File: src/rtl/conv_pass_sequencer_if.sv
// Handshake/bus bundle between the CONV pass sequencer and the MAC datapath /
// layer-memory port. The sequencer uses the master view.
interface conv_pass_sequencer_if #(
  parameter int IMG_LOG2 = 6
);
  localparam int AW = 2 * IMG_LOG2;

  logic          ready;
  logic          busy;
  logic [AW-1:0] iaddr;
  logic          tap_valid;
  logic [3:0]    tap_idx;
  logic          tap_pad;
  logic          acc_clr;
  logic          crd;
  logic [AW-1:0] caddr_rd;
  logic          pool_first;
  logic          wr_req;
  logic [AW-1:0] wr_addr;
  logic          wr_ack;
  logic [2:0]    csel;

  modport master (
    input  ready, wr_ack,
    output busy, iaddr, tap_valid, tap_idx, tap_pad, acc_clr,
           crd, caddr_rd, pool_first, wr_req, wr_addr, csel
  );

  modport slave (
    output ready, wr_ack,
    input  busy, iaddr, tap_valid, tap_idx, tap_pad, acc_clr,
           crd, caddr_rd, pool_first, wr_req, wr_addr, csel
  );
endinterface

File: src/rtl/conv_pass_sequencer.sv
// Control sequencer for the CONV pass: 3x3 zero-padded conv into layer 0, then
// 2x2 max-pool into layer 1. Pooling phase is present only with SEQ_POOL_EN.
module conv_pass_sequencer #(
  parameter int PIPE_LAT = 2,
  parameter int IMG_LOG2 = 6
) (
  input  logic                  clk,
  input  logic                  reset,
  conv_pass_sequencer_if.master bus
);
  localparam int AW = 2 * IMG_LOG2;
  localparam int CW = $clog2(PIPE_LAT + 1) + 1;

  typedef enum logic [2:0] {
    IDLE, TAP, CDRAIN, CWR,
`ifdef SEQ_POOL_EN
    PRD, PDRAIN, PWR,
`endif
    DONE
  } state_e;

  state_e        state_q, state_d;
  logic [AW-1:0] pix_q, pix_d;
  logic [3:0]    tap_q, tap_d;
  logic [CW-1:0] cnt_q, cnt_d;
`ifdef SEQ_POOL_EN
  localparam int QW = 2 * (IMG_LOG2 - 1);
  logic [QW-1:0] q_q, q_d;
  logic [1:0]    rd_q, rd_d;
`endif

  // Tap offsets: one extra top bit on row/col flags both -1 and IMG side.
  logic [1:0]          tr;
  logic [3:0]          tc;
  logic [IMG_LOG2:0]   row_e, col_e;
  logic                pad;
  always_comb begin
    tr    = (tap_q >= 4'd6) ? 2'd2 : (tap_q >= 4'd3) ? 2'd1 : 2'd0;
    tc    = tap_q - ({2'b00, tr} << 1) - {2'b00, tr};
    row_e = {1'b0, pix_q[AW-1:IMG_LOG2]} + (IMG_LOG2+1)'(tr) - (IMG_LOG2+1)'(1);
    col_e = {1'b0, pix_q[IMG_LOG2-1:0]} + (IMG_LOG2+1)'(tc[1:0]) - (IMG_LOG2+1)'(1);
    pad   = row_e[IMG_LOG2] | col_e[IMG_LOG2];
  end

  always_ff @(posedge clk or posedge reset) begin
    if (reset) begin
      state_q <= IDLE;
      pix_q   <= '0;
      tap_q   <= '0;
      cnt_q   <= '0;
`ifdef SEQ_POOL_EN
      q_q     <= '0;
      rd_q    <= '0;
`endif
    end else begin
      state_q <= state_d;
      pix_q   <= pix_d;
      tap_q   <= tap_d;
      cnt_q   <= cnt_d;
`ifdef SEQ_POOL_EN
      q_q     <= q_d;
      rd_q    <= rd_d;
`endif
    end
  end

  always_comb begin
    state_d = state_q;
    pix_d   = pix_q;
    tap_d   = tap_q;
    cnt_d   = cnt_q;
`ifdef SEQ_POOL_EN
    q_d     = q_q;
    rd_d    = rd_q;
`endif
    unique case (state_q)
      IDLE: if (bus.ready) begin
        state_d = TAP;
        pix_d   = '0;
        tap_d   = '0;
      end
      TAP: begin
        tap_d = tap_q + 4'd1;
        if (tap_q == 4'd8) begin
          state_d = CDRAIN;
          tap_d   = '0;
          cnt_d   = '0;
        end
      end
      CDRAIN: begin
        cnt_d = cnt_q + CW'(1);
        if (cnt_q == CW'(PIPE_LAT - 1)) state_d = CWR;
      end
      CWR: if (bus.wr_ack) begin
        if (&pix_q) begin
`ifdef SEQ_POOL_EN
          state_d = PRD;
          q_d     = '0;
          rd_d    = '0;
`else
          state_d = DONE;
`endif
        end else begin
          pix_d   = pix_q + AW'(1);
          state_d = TAP;
        end
      end
`ifdef SEQ_POOL_EN
      PRD: begin
        rd_d = rd_q + 2'd1;
        if (rd_q == 2'd3) begin
          state_d = PDRAIN;
          cnt_d   = '0;
        end
      end
      // Read data lands a cycle after crd, hence one extra drain cycle.
      PDRAIN: begin
        cnt_d = cnt_q + CW'(1);
        if (cnt_q == CW'(PIPE_LAT)) state_d = PWR;
      end
      PWR: if (bus.wr_ack) begin
        if (&q_q) state_d = DONE;
        else begin
          q_d     = q_q + QW'(1);
          rd_d    = '0;
          state_d = PRD;
        end
      end
`endif
      DONE:    state_d = IDLE;
      default: state_d = IDLE;
    endcase
  end

  always_comb begin
    bus.busy       = (state_q != IDLE) && (state_q != DONE);
    bus.iaddr      = '0;
    bus.tap_valid  = 1'b0;
    bus.tap_idx    = '0;
    bus.tap_pad    = 1'b0;
    bus.acc_clr    = 1'b0;
    bus.crd        = 1'b0;
    bus.caddr_rd   = '0;
    bus.pool_first = 1'b0;
    bus.wr_req     = 1'b0;
    bus.wr_addr    = '0;
    bus.csel       = 3'b000;
    unique case (state_q)
      TAP: begin
        bus.tap_valid = 1'b1;
        bus.tap_idx   = tap_q;
        bus.tap_pad   = pad;
        bus.acc_clr   = (tap_q == 4'd0);
        bus.iaddr     = pad ? '0 : {row_e[IMG_LOG2-1:0], col_e[IMG_LOG2-1:0]};
      end
      CWR: begin
        bus.wr_req  = 1'b1;
        bus.wr_addr = pix_q;
        bus.csel    = 3'b001;
      end
`ifdef SEQ_POOL_EN
      PRD: begin
        bus.crd        = 1'b1;
        bus.csel       = 3'b001;
        bus.pool_first = (rd_q == 2'd0);
        bus.caddr_rd   = {q_q[QW-1:IMG_LOG2-1], rd_q[1], q_q[IMG_LOG2-2:0], rd_q[0]};
      end
      PWR: begin
        bus.wr_req  = 1'b1;
        bus.wr_addr = AW'(q_q);
        bus.csel    = 3'b011;
      end
`endif
      default: ;
    endcase
  end
endmodule

File: src/flat_wrapper.sv
// flat-port wrapper written by rule: the top's interface ports become plain ports
module conv_pass_sequencer_flat 
#(
  parameter int PIPE_LAT = 2,
  parameter int IMG_LOG2 = 6
)
  (clk, reset, bus_ready, bus_wr_ack, bus_busy, bus_iaddr, bus_tap_valid, bus_tap_idx, bus_tap_pad, bus_acc_clr, bus_crd, bus_caddr_rd, bus_pool_first, bus_wr_req, bus_wr_addr, bus_csel);
  conv_pass_sequencer_if #(.IMG_LOG2(IMG_LOG2)) bus_i ();
  input  logic clk;
  input  logic reset;
  input wire logic [$bits(bus_i.ready)-1:0] bus_ready;
  input wire logic [$bits(bus_i.wr_ack)-1:0] bus_wr_ack;
  output wire logic [$bits(bus_i.busy)-1:0] bus_busy;
  output wire logic [$bits(bus_i.iaddr)-1:0] bus_iaddr;
  output wire logic [$bits(bus_i.tap_valid)-1:0] bus_tap_valid;
  output wire logic [$bits(bus_i.tap_idx)-1:0] bus_tap_idx;
  output wire logic [$bits(bus_i.tap_pad)-1:0] bus_tap_pad;
  output wire logic [$bits(bus_i.acc_clr)-1:0] bus_acc_clr;
  output wire logic [$bits(bus_i.crd)-1:0] bus_crd;
  output wire logic [$bits(bus_i.caddr_rd)-1:0] bus_caddr_rd;
  output wire logic [$bits(bus_i.pool_first)-1:0] bus_pool_first;
  output wire logic [$bits(bus_i.wr_req)-1:0] bus_wr_req;
  output wire logic [$bits(bus_i.wr_addr)-1:0] bus_wr_addr;
  output wire logic [$bits(bus_i.csel)-1:0] bus_csel;
  assign bus_i.ready = bus_ready;
  assign bus_i.wr_ack = bus_wr_ack;
  assign bus_busy = bus_i.busy;
  assign bus_iaddr = bus_i.iaddr;
  assign bus_tap_valid = bus_i.tap_valid;
  assign bus_tap_idx = bus_i.tap_idx;
  assign bus_tap_pad = bus_i.tap_pad;
  assign bus_acc_clr = bus_i.acc_clr;
  assign bus_crd = bus_i.crd;
  assign bus_caddr_rd = bus_i.caddr_rd;
  assign bus_pool_first = bus_i.pool_first;
  assign bus_wr_req = bus_i.wr_req;
  assign bus_wr_addr = bus_i.wr_addr;
  assign bus_csel = bus_i.csel;
  conv_pass_sequencer #(.PIPE_LAT(PIPE_LAT), .IMG_LOG2(IMG_LOG2)) u_core (.clk(clk), .reset(reset), .bus(bus_i));
endmodule
File: config.mk
export PLATFORM = sky130hd
export DESIGN_NAME = conv_pass_sequencer_flat
export DESIGN_NICKNAME = d
export VERILOG_FILES = /design/src/rtl/conv_pass_sequencer_if.sv /design/src/rtl/conv_pass_sequencer.sv /design/src/flat_wrapper.sv
export SDC_FILE = /design/constraint.sdc
export NUM_CORES = 1
export LEC_CHECK = 0
export ABC_AREA = 1
export CORE_MARGIN = 4
export CORE_UTILIZATION = 56
export CTS_BUF_LIST = sky130_fd_sc_hd__clkbuf_4 sky130_fd_sc_hd__clkbuf_8
export DETAILED_ROUTE_END_ITERATION = 16
export MAX_ROUTING_LAYER = met4
export PLACE_DENSITY = 0.88
export SLEW_MARGIN = 30
export SYNTH_ARGS = -nofsm -noshare
export SYNTH_HDL_FRONTEND = slang
export SYNTH_SLANG_ARGS = --single-unit
File: constraint.sdc
create_clock -name clk -period 5.05 [get_ports clk]
set_clock_uncertainty 0.05 [all_clocks]
set_input_delay 0.505 -clock clk [delete_from_list [all_inputs] [get_ports clk]]
set_output_delay 0.505 -clock clk [all_outputs]
set_load 0.01 [all_outputs]
After elaboration in Yosys (flattened, before gate mapping)
Index checks and enable logic that the tools add are counted.
{"block": "totals", "regBits": 22, "out_inout_bits": 50}
{"block": "classes", "add_sub_neg": 9, "magnitude_cmp": 2, "eq_ne": 11, "n_mux": 26, "bitwise": 1, "reduce_logical": 12}
{"op": "two-way mux 12 bit", "n": 6}
{"op": "case mux 12 bit (2 select lines)", "n": 1}
{"op": "two-way mux 3 bit", "n": 6}
{"op": "adder 6 x 2 -> 7 bit", "n": 2}
{"op": "subtractor 7 x 1 -> 7 bit, second input constant", "n": 2}
{"op": "adder 12 x 1 -> 12 bit, second input constant", "n": 1}
{"op": "two-way mux 4 bit", "n": 3}
{"op": "case mux 3 bit (4 select lines)", "n": 1}
{"op": "AND reduction 12 bit", "n": 1}
{"op": "case mux 4 bit (2 select lines)", "n": 1}
{"op": "AND reduction 4 bit", "n": 2}
{"op": "equality test 3 x 1 -> 1 bit, second input constant", "n": 2}
{"op": "equality test 3 x 2 -> 1 bit, second input constant", "n": 2}
{"op": "two-way mux 1 bit", "n": 6}
{"op": "!= test 2 bit, second input constant", "n": 3}
{"op": "case mux 3 bit (2 select lines)", "n": 1}
{"op": "nonzero test 2 bit", "n": 3}
{"op": "adder 4 x 1 -> 4 bit, second input constant", "n": 1}
{"op": "equality test 4 bit, second input constant", "n": 1}
{"op": ">= comparator 4 x 2 -> 1 bit, second input constant", "n": 1}
{"op": ">= comparator 4 x 3 -> 1 bit, second input constant", "n": 1}
{"op": "zero test 4 bit", "n": 1}
{"op": "!= test 2 x 1 -> 1 bit, second input constant", "n": 2}
{"op": "AND reduction 2 bit", "n": 2}
{"op": "8 further kinds", "n": 9}

Longest topological paths before layout
{"block": "depth", "ltp_word": 10, "depth_mapped": 22}

Least setup slack after synthesis
No wires, ideal clock.
{"block": "synth_timing", "path_kind": "register to output", "startpoint": "reg u_core.tap_q[0]", "endpoint": "out bus_iaddr[5]", "arrival_ns": 2.960, "required_time_ns": 4.495, "setup_slack_ns": 1.535, "path_stages_with_launch": 21, "cell_sequence": "dfrtp_1 > inv_1 > ha_1 > o31ai_1 > nand2_1 > inv_1 > ha_1 > xnor2_1 > xnor2_1 > ha_1 > inv_1 > ha_1 > inv_1 > fa_1 > inv_1 > nand2_1 > a21boi_0 > nor2_1 > nand2_1 > nand3_1 > nor2_1"}
{"block": "synth_via", "elab_chain_len": 10, "elab_cells_between_ends": 13, "cone_classes": "add/sub (6); order compare (2); mux (4); bitwise (1)"}
{"item": "start, declared", "line_no": "conv_pass_sequencer.sv:24", "rtl": "logic [3:0] tap_q, tap_d;"}
{"item": "start signal, assigned", "line_no": "conv_pass_sequencer.sv:58", "rtl": "tap_q <= tap_d;"}
{"item": ">= comparator 4 x 2 -> 1 bit", "line_no": "conv_pass_sequencer.sv:38", "rtl": "tr = (tap_q >= 4'd6) ? 2'd2 : (tap_q >= 4'd3) ? 2'd1 : 2'd0;"}
{"item": "two-way mux 1 bit", "line_no": "conv_pass_sequencer.sv:38"}
{"item": "two-way mux 2 bit", "line_no": "conv_pass_sequencer.sv:38"}
{"item": "subtractor 2 bit (2 in a row)", "line_no": "conv_pass_sequencer.sv:39", "rtl": "tc = tap_q - ({2'b00, tr} << 1) - {2'b00, tr};"}
{"item": "adder 6 x 2 -> 7 bit", "line_no": "conv_pass_sequencer.sv:41", "rtl": "col_e = {1'b0, pix_q[IMG_LOG2-1:0]} + (IMG_LOG2+1)'(tc[1:0]) - (IMG_LOG2+1)'(1);"}
{"item": "subtractor 7 x 1 -> 7 bit", "line_no": "conv_pass_sequencer.sv:41"}
{"item": "bitwise OR 1 bit", "line_no": "conv_pass_sequencer.sv:42", "rtl": "pad = row_e[IMG_LOG2] | col_e[IMG_LOG2];"}
{"item": "two-way mux 12 bit *", "line_no": "conv_pass_sequencer.sv:154", "rtl": "bus.iaddr = pad ? '0 : {row_e[IMG_LOG2-1:0], col_e[IMG_LOG2-1:0]};"}
{"item": "two-way mux 12 bit *", "line_no": "conv_pass_sequencer.sv:148", "rtl": "unique case (state_q)"}
{"item": "end, declared", "line_no": "flat_wrapper.sv:14", "rtl": "output wire logic [$bits(bus_i.iaddr)-1:0] bus_iaddr;"}
Mark *: on every way between the ends. The rest lies on a longest branch, timed or not.

Final worst setup path
Ends and elaborated chain as after synthesis.

==> metrics.md <==
| Metric | Value |
|---|---|
| Outcome | finished, final reports clean |
| Post-synth EDFFs | 0 |
| Critical Path Sink Type | output port |
| Buffers added on ports | 37 |
| Pwr Total | approximately 0.0014 W |
| Max Clock Freq | about 220 MHz |
| Worst-Margin Slew | 0.810 ns |
| Crit Path Category | reg -> out |
| Slew margin rel. | 45.7% |
| Share of post-route cells with drive strength above 1 | 7.73% |
| Seq pwr share | 18.1% |
| Pint | 0.000711 W |
| Global-route wire length before repair | around 8600 um |
| CP max-delay cell | clkdlybuf4s50_1 |
| Sink Count | 22 |
| Ys Warns | 0 |
| Via density | approximately 5.3 |
| Total GRT Usage | 20.9% |
| Hold slack | around 0.46 ns |
| Total I/O pin count | 54 |
| Area growth syn-to-layout | 15.8% |
| Pleak | 1.34 nW |
| Worst skew pair latency | 0.27 ns |
| Fillers | between 300 and 400 |
| Slew Viols, Final | 0 |
| Die width | 72.5 um |
| Fin worst setup slack | between 0.5 and 0.6 ns |
| Vias | 2165 |
| Async SR Flop Fraction | 100% |
| Hpwl dp | 4020 um |
| Post-route DRC | 0 |
| Fin Setup TNS | 0 ns |
| Peak VDD IR | 0.000377 V |
| Fin. Hold Viols | 0 |
| Antenna-violating nets left | 0 |
| TritonCTS clock tree | yes |
| Hold-fix buffers, CTS | 0 |
| Max-cap violations | 0 |
| Pre-Repair DR Iteration Count | 4 |
| Core area | 0.00400 mm2 |
| Post-Synthesis Cells | 331 |
| Std cell rows | 23 |
| Post-Place Cells | 408 |
| Maximum fanout along the worst path | 6 |
| Comb pwr share | a little over two thirds |
| Register area | 551 um2 |
| CTS resizes | 0 |
| Setup WS pre-CTS | roughly 0.81 ns |
| Count of final setup violators | 0 |
| PD cells | approximately 530 mW/mm2 |
| Multi-input gate area | 0.00146 mm2 |
| Arr. time, crit path | approximately 4.0 ns |
| Sequential area share after synthesis | 23.6% |
| Avg Cell Area, Syn | slightly above 7 um2 |
| Hold WC Path Type | reg -> reg |
| H-tree levels | 1 |
| Drt total wl | roughly 5300 um |
| Psw | 0.000715 W |
| Sw frac | 50.1% |
| Routed length per instance | 12.8 um |
| Crit path top cell by count | inv_1 |
| Worst path bufs/invs | 6 |
| Antenna cells | 0 |
| GP Congestion | 0.848 |
| Post-CTS Setup Bufs | 0 |
| Crit path max-delay family | adder cells |
| Layout Cells excl Fill | 412 |
| Final min period | between 4 and 5 ns |
| Vias in the first global route | 2022 |
| Die area | 0.00526 mm2 |
| Critical path launch point type | flop |
| Initial Util | 58.3% |
| Clock Pin Slew Worst Setup and Hold Paths | 0.09 ns |
| Initial antenna violation count | 0 |
| Largest net degree at the start of global routing | 24 |
| Register bit count reported by yosys | 22 |
| Final Cycle Share | between 80% and 90% |
| Deepest clock path buffer count | 2 |
| WP data required | between 4 and 5 ns |
| Critical Path Max Stage Delay | around 0.55 ns |
| Root Driver | clkbuf_8 |
| CTS buffer count | 3 |
| Top_reg_cell synth | dfrtp_1 |
| RSZ-0062 raised after global routing | false |
| Aggregate global routing overflow | 0 |
| Number of DRC markers in iteration 0 | 174 |
| Crit-path cells | inv_1 > ha_1 > o31ai_1 > nand2_1 > inv_1 > ha_1 > xnor2_1 > xnor2_1 > ha_1 > inv_1 > ha_1 > inv_1 > fa_1 > inv_1 > nand2_1 > a21boi_0 > nor2_1 > nand2_1 > nand3_1 > nor2_1 > clkdlybuf4s50_1 |
| Clk pwr share | 11.8% |
| Area of the mapped netlist | 0.00233 mm2 |
| Die H | between 70 and 80 um |
| Final #Nets | between 300 and 400 |
| Synth unique cells | 35 |
## power groups by stage
stage	sequential (W)	clock, W	combinational, W
final	0.000258	0.000168	0.00100
after global routing	0.000262	0.000178	0.00115
after CTS	0.000256	0.000168	0.00101
after detailed placement	0.000259	0	0.000997
after global placement	0.000256	0	0.000978
after floorplan	0.000251	0	0.000807
## cell usage in the layout, fill, tap and decap left out, drive strengths merged
master and n:
nand2 78, inv 49, nor2 47, clkdlybuf4s50 37
ha 27, dfrtp 22, nand3 22, o21ai 19
conb 16, a21oi 7, xor2 7, xnor2 4
o22ai 4, nand4 4, or2 4, clkbuf 3
nor3 3, fa 2, nand3b 2, a31oi 1
o31ai 1, a21boi 1, clkinv 1, bufinv 1
## state kept, by name (all words and copies together) (netlist names)
register        count
u_core.state_q      3
u_core.cnt_q        3
u_core.pix_q       12
u_core.tap_q        4
## layout make-up
class                   instances  share of cell area [%]
multi-input cells             249                    54.0
flip-flops and latches         22                    20.4
repair buffers                 37                    13.7
inverters                      50                    6.95
well taps                      50                    2.32
clock buffers                   3                    1.53
clock inverters                 1                    1.11
## kinds of logic (layout without fill, tap and decap cells)
kind of cell    Yosys count  after routing  synth area share (%)
simple gates            160            160                  30.4
buf+inv                  75             91                  16.3
compound gates           33             33                  9.18
fa+ha+maj                29             29                  16.2
flops                    22             22                  23.6
xor+xnor                 11             11                  4.13
other cells               1             16                 0.161
## routing by layer
metal  vias to the layer above  part of all wire (%)  track usage, %
li1                       1064                     -               -
met5                         -                     0               -
met3                        13                   5.1            1.11
met4                         0                   2.4            8.81
met2                        74                    50            34.7
met1                      1014                    42            26.6
## worst paths after layout
kind / start / slack (ns) / end / cells after the start
max in group asynchronous: reset / 4.02 / u_core.pix_q[5] / 2
min in group asynchronous: reset / 0.54 / u_core.pix_q[11] / 2
worst min-delay path: u_core.cnt_q[0] / 0.46 / u_core.cnt_q[0] / 1
worst min register to register: u_core.cnt_q[0] / 0.46 / u_core.cnt_q[0] / 1
worst max-delay path: u_core.tap_q[0] / 0.53 / bus_iaddr[5] / 21
worst max register to register: u_core.pix_q[2] / 3.09 / u_core.pix_q[7] / 10
## Yosys cell counts, types with 3 or more instances
| master | n | share of area, % |
|---|---|---|
| inv_1 | 46 | 7.4 |
| inv_2 | 4 | 0.64 |
| buf_2 | 3 | 0.64 |
| a21oi_1 | 7 | 1.5 |
| ha_1 | 27 | 14 |
| or2_2 | 3 | 0.81 |
| nand3_1 | 21 | 4.5 |
| xnor2_1 | 4 | 1.5 |
| nand2_1 | 75 | 12 |
| nand4_1 | 4 | 1.1 |
| o21ai_0 | 7 | 1.5 |
| buf_4 | 17 | 5.5 |
| o22ai_1 | 4 | 1.1 |
| xor2_1 | 7 | 2.6 |
| o21ai_2 | 10 | 3.8 |
| nor2_1 | 46 | 7.4 |
| dfrtp_1 | 22 | 24 |
## metrics by stage
step,instance area (um2),utilization (%)
CTS,2700,67.5
global route,2700,67.5
floorplan,2390,-
global placement,2630,65.7
finish,2700,67.5
detailed placement,2630,65.7
Note: power is estimated with default switching activity, not from simulation.
